[src/rtl/micro_seq_ctrl.sv]
// Micro-op sequencer: expands a decoded instruction into up to eight micro-ops
// at consecutive micro-code addresses, with backpressure, flush and NOP handling.
module micro_seq_ctrl (
  input  logic        clk,
  input  logic        rst,
  input  logic        flush_pipeline,
  input  logic        dec_valid,
  input  logic [7:0]  uaddr_in,
  input  logic [2:0]  ucnt_in,
  input  logic [31:0] instr_in,
  output logic        dec_accept,
  input  logic        cu_ready,
  output logic        uop_valid,
  output logic [7:0]  uop_addr,
  output logic [31:0] uop_instr,
  output logic        uop_last,
  output logic        seq_err,
  output logic [15:0] uop_count
);

  typedef enum logic {IDLE = 1'b0, ISSUE = 1'b1} state_e;

  localparam logic [7:0] NOP_ADDR = 8'hFF;

  state_e      state_q, state_d;
  logic [7:0]  addr_q, addr_d;
  logic [31:0] instr_q, instr_d;
  logic [2:0]  rem_q, rem_d;
  logic        err_q, err_d;
  logic [15:0] cnt_q, cnt_d;

  logic        consume;
  logic        last;
  logic        take;
  logic [7:0]  addr_inc;

  assign consume  = (state_q == ISSUE) & cu_ready;
  assign last     = (rem_q == 3'd0);
  assign addr_inc = addr_q + 8'd1;

  // Accept only when nothing will be held next cycle, so a new instruction
  // can follow the final micro-op with no bubble.
  assign dec_accept = ~rst & ~flush_pipeline &
                      ((state_q == IDLE) | ((state_q == ISSUE) & last & cu_ready));
  assign take       = dec_valid & dec_accept;

  always_comb begin
    state_d = state_q;
    addr_d  = addr_q;
    instr_d = instr_q;
    rem_d   = rem_q;
    err_d   = err_q;
    cnt_d   = cnt_q;

    // Consumption is counted even in a flush cycle.
    if (consume && (cnt_q != 16'hFFFF))
      cnt_d = cnt_q + 16'd1;

    if (flush_pipeline) begin
      state_d = IDLE;
      rem_d   = 3'd0;
    end else if (take && (uaddr_in != NOP_ADDR)) begin
      state_d = ISSUE;
      addr_d  = uaddr_in;
      instr_d = instr_in;
      rem_d   = ucnt_in;
    end else if (take) begin
      state_d = IDLE;
    end else if (consume) begin
      if (!last) begin
        if (addr_inc == NOP_ADDR) begin
          // Running into the NOP address aborts the sequence in place.
          state_d = IDLE;
          rem_d   = 3'd0;
          err_d   = 1'b1;
        end else begin
          addr_d = addr_inc;
          rem_d  = rem_q - 3'd1;
        end
      end else begin
        state_d = IDLE;
      end
    end
  end

  always_ff @(posedge clk or posedge rst) begin
    if (rst) begin
      state_q <= IDLE;
      addr_q  <= NOP_ADDR;
      instr_q <= 32'd0;
      rem_q   <= 3'd0;
      err_q   <= 1'b0;
      cnt_q   <= 16'd0;
    end else begin
      state_q <= state_d;
      addr_q  <= addr_d;
      instr_q <= instr_d;
      rem_q   <= rem_d;
      err_q   <= err_d;
      cnt_q   <= cnt_d;
    end
  end

  assign uop_valid = (state_q == ISSUE);
  assign uop_addr  = addr_q;
  assign uop_instr = instr_q;
  assign uop_last  = last;
  assign seq_err   = err_q;
  assign uop_count = cnt_q;

endmodule

[config.mk]
export PLATFORM = sky130hd
export DESIGN_NAME = micro_seq_ctrl
export DESIGN_NICKNAME = d
export VERILOG_FILES = /design/src/rtl/micro_seq_ctrl.sv
export SDC_FILE = /design/constraint.sdc
export NUM_CORES = 1
export LEC_CHECK = 0
export CAP_MARGIN = 20
export CORE_UTILIZATION = 48
export CTS_CLUSTER_SIZE = 20
export DETAILED_ROUTE_END_ITERATION = 10
export PLACE_DENSITY = 0.95
export SLEW_MARGIN = 20
export SYNTH_ARGS = -nofsm -noshare
export SYNTH_HDL_FRONTEND = slang
export SYNTH_SLANG_ARGS = --single-unit
[constraint.sdc]
create_clock -name clk -period 6.4 [get_ports clk]
set_input_delay 1.28 -clock clk [delete_from_list [all_inputs] [get_ports clk]]
set_output_delay 1.28 -clock clk [all_outputs]
set_load 0.01 [all_outputs]
==> impl_results.md <==
* Status: completed
* Final Setup Violations at 0
* Initial antenna violation count at 0
* Max Freq at 0.2502 GHz
* Routed WL at 7079 µm
* WP data required at 5120 ps
* Via/cell ratio at around 5.5
* Drt pass-1 iters at 4
* Synth top area cells: dfrtp_1, mux2_2, dfstp_2
* Distinct cells, synth at 40
* Worst Hold Depth at 1
* Root buffer cell: clkbuf_8
* Power density over the cells at 323.3 mW/mm²
* Die W at 80.05 µm
* First-pass GRT wire length at roughly 12,000 µm
* Vias in the first global route at roughly 2,400
* Die area at ~0.0064 mm²
* Yosys top cell by area: dfrtp_1
* Routability cong. at 0.8139
* DR top layer: met4
* Fin nets at 410
* Post-CTS setup buffer count at 0
* Initial core utilization at between 40% and 50%
* Core ar. at 0.005886 mm²
* Synth Area per Inst at 11.84 µm²
* Cells after Synth at 247
* Peak supply drop at 0.0002170 V
* Min-delay src: seq_err
* Post-synth top area share at 45.36%
* Seq/Total Area, Yosys at 52.55%
* DP Wirelength at approximately 5000 µm
* DR WL met3 at 413 µm
* Drt drc at 0
* Hold WC Path Type: reg2reg
* Leakage at 1.735 nW
* Metal-1 WL at 2650 µm
* Setup slack after layout at 2403 ps
* Skew final at 11.40 ps
* Diode count at 0
* Row count at 28
* Max clock buf depth at 2
* Worst hold path endpoint: seq_err
* Critical path class: in2out
* Fin crit share at 62.45%
* Hold buffer count at cts at 0
* I/O Buffers at between 100 and 150
* Worst slack, placed at between 2000 and 2500 ps
* Fin area at approximately 0.0043 mm²
* Layout cells sized above 1 at 18.23%
* Post-route setup TNS at 0 ps
* Via count at between 2,000 and 2,500
* Worst-Margin Slew at 756.4 ps
* Crit end category: output port
* Post-Syn Nets at 300
* Layout area overhead at 46.00%
* Grt ovf at 0
* Mapped cell area at about 0.003 mm²
* Slew Viols, Final at 0
* R2r setup slk at 3850 ps
* Inserted Clock Buffers at 9
* Worst r2r path cells at 7
* Ports at approximately 110
* Gr usage total at about a quarter
* RR Endpoint: uop_instr[28]
* Skew-Pair Late Insertion Delay at 340 ps
* Final Hold Fails at 0
* Worst-path maximum fanout at 6
* Metal2 WL at roughly 3800 µm
* Fin crit period at roughly 4000 ps
* Final ANT Viol Nets at 0
* Synth Register Bits at around 60
* WL/cell at 16.20 µm
* CTS tree: done
* CTS clk-pin slew, worst paths at 70 ps
* Chip Height at about 80 µm
* CTS-repair resized insts at 0
* CTS sink count at 61
* Worst setup SP type: input port
* H-tree Lvls at 3
* Initial drt markers at 105
* Largest net degree at the start of global routing at 62
* Cell Area, Placed at 0.004021 mm²
* RSZ-0062 raised after global routing: false
* Total of max-cap violations at 0
* Yosys Warn Count at 0
* R2R Path Start: rem_q[0]
* Crit path DAT at 2720 ps
* Relative slew slack at roughly half
## registers in the layout (all words and copies together) (netlist names)
register,cells
uop_valid,1
rem_q,3
uop_addr,8
uop_instr,32
uop_count,16
seq_err,1
## critical path, cell delays in order
cell and delay [ps]:
clkdlybuf4s50_1 590, a21boi_2 120, nor3_1 160, clkdlybuf4s50_1 560
## final cells by class
| cell class | instances | area (µm²) |
|---|---|---|
| timing repair buffer | 108 | 1079 |
| clock buffer | 9 | 123.9 |
| clock inverter | 7 | 122.6 |
| sequential | 61 | 1536 |
| tap | 75 | 93.84 |
| inverter | 8 | 30.03 |
| fill | 418 | 1617 |
| multi-input combinational | 169 | 1284 |
## logic make-up (layout without fill, tap and decap cells)
group,count (synthesis),after routing,share of synthesized area [%]
adders and majority gates,5,5,2.139
muxes,36,36,13.78
and+or+nand+nor,80,80,15.32
AOI/OAI and AO/OA,28,28,6.590
DFF,61,61,52.55
buffers and inverters,17,132,3.637
xor gates and xnor gates,20,20,5.991
## power breakdown
part / total [mW] / internal, mW / switching [mW]
Combinational: 0.410 / 0.247 / 0.163
Sequential: 0.546 / 0.474 / 0.0725
Clock: 0.424 / 0.260 / 0.163
## Yosys cell counts, drive strengths merged
| cell type | instances |
|---|---|
| a211o | 2 |
| a211oi | 3 |
| a21boi | 1 |
| a21oi | 7 |
| a221oi | 2 |
| a41oi | 1 |
| and2 | 2 |
| and3 | 5 |
| and4 | 1 |
| buf | 8 |
| clkbuf | 1 |
| dfrtp | 53 |
| dfstp | 8 |
| ha | 5 |
| inv | 8 |
| mux2 | 34 |
| mux2i | 2 |
| nand2 | 19 |
| nand2b | 4 |
| nand3 | 14 |
| nand3b | 2 |
| nand4 | 10 |
| nand4b | 2 |
| nand4bb | 1 |
| nor2 | 8 |
| nor2b | 1 |
| nor3 | 6 |
| nor3b | 2 |
| nor4b | 1 |
| o21ai | 6 |
| o21bai | 1 |
| o221ai | 3 |
| o2bb2ai | 1 |
| o31ai | 1 |
| or2 | 2 |
| xnor2 | 14 |
| xor2 | 6 |
## cells in the final DEF, fill, tap and decap left out, drive strengths merged, types with 6 or more instances in the layout
cell and n:
xnor2 14, inv 9, nand4 10, clkbuf 9
xor2 6, nand2 19, dfrtp 53, o21ai 6
nor2 8, mux2 34, dfstp 8, nand3 14
a21oi 7, clkdlybuf4s50 107, nor3 6
## metrics by stage
| step | std cells | util, % | hold WS, ps | power, mW |
|---|---|---|---|---|
| floorplan | 247 | - | 511.2 | 0.7350 |
| global placement | 421 | 68.32 | 463.9 | 0.9417 |
| detailed placement | 421 | 68.32 | 471.0 | 0.9625 |
| CTS | 437 | 72.51 | 491.2 | 1.395 |
| global route | 437 | 72.53 | 510.1 | 1.452 |
| finish | 437 | 72.53 | 479.3 | 1.380 |
## worst max path at each step
stage,startpoint,end,slack (ps),depth (start not counted)
after floorplan,cu_ready,dec_accept,3520,2
after global placement,cu_ready,dec_accept,2420,4
after detailed placement,cu_ready,dec_accept,2410,4
after CTS,cu_ready,dec_accept,2390,4
after global routing,cu_ready,dec_accept,2320,4
final,cu_ready,dec_accept,2400,4
## metal layers
| metal | GRT usage [%] | vias to the layer above |
|---|---|---|
| li1 | - | 1110 |
| met1 | 26.26 | 1162 |
| met2 | 43.68 | 102 |
| met3 | 7.500 | 19 |
| met4 | 11.25 | 0 |
| met5 | 0 | - |
Power figures use the tool's default switching activity.
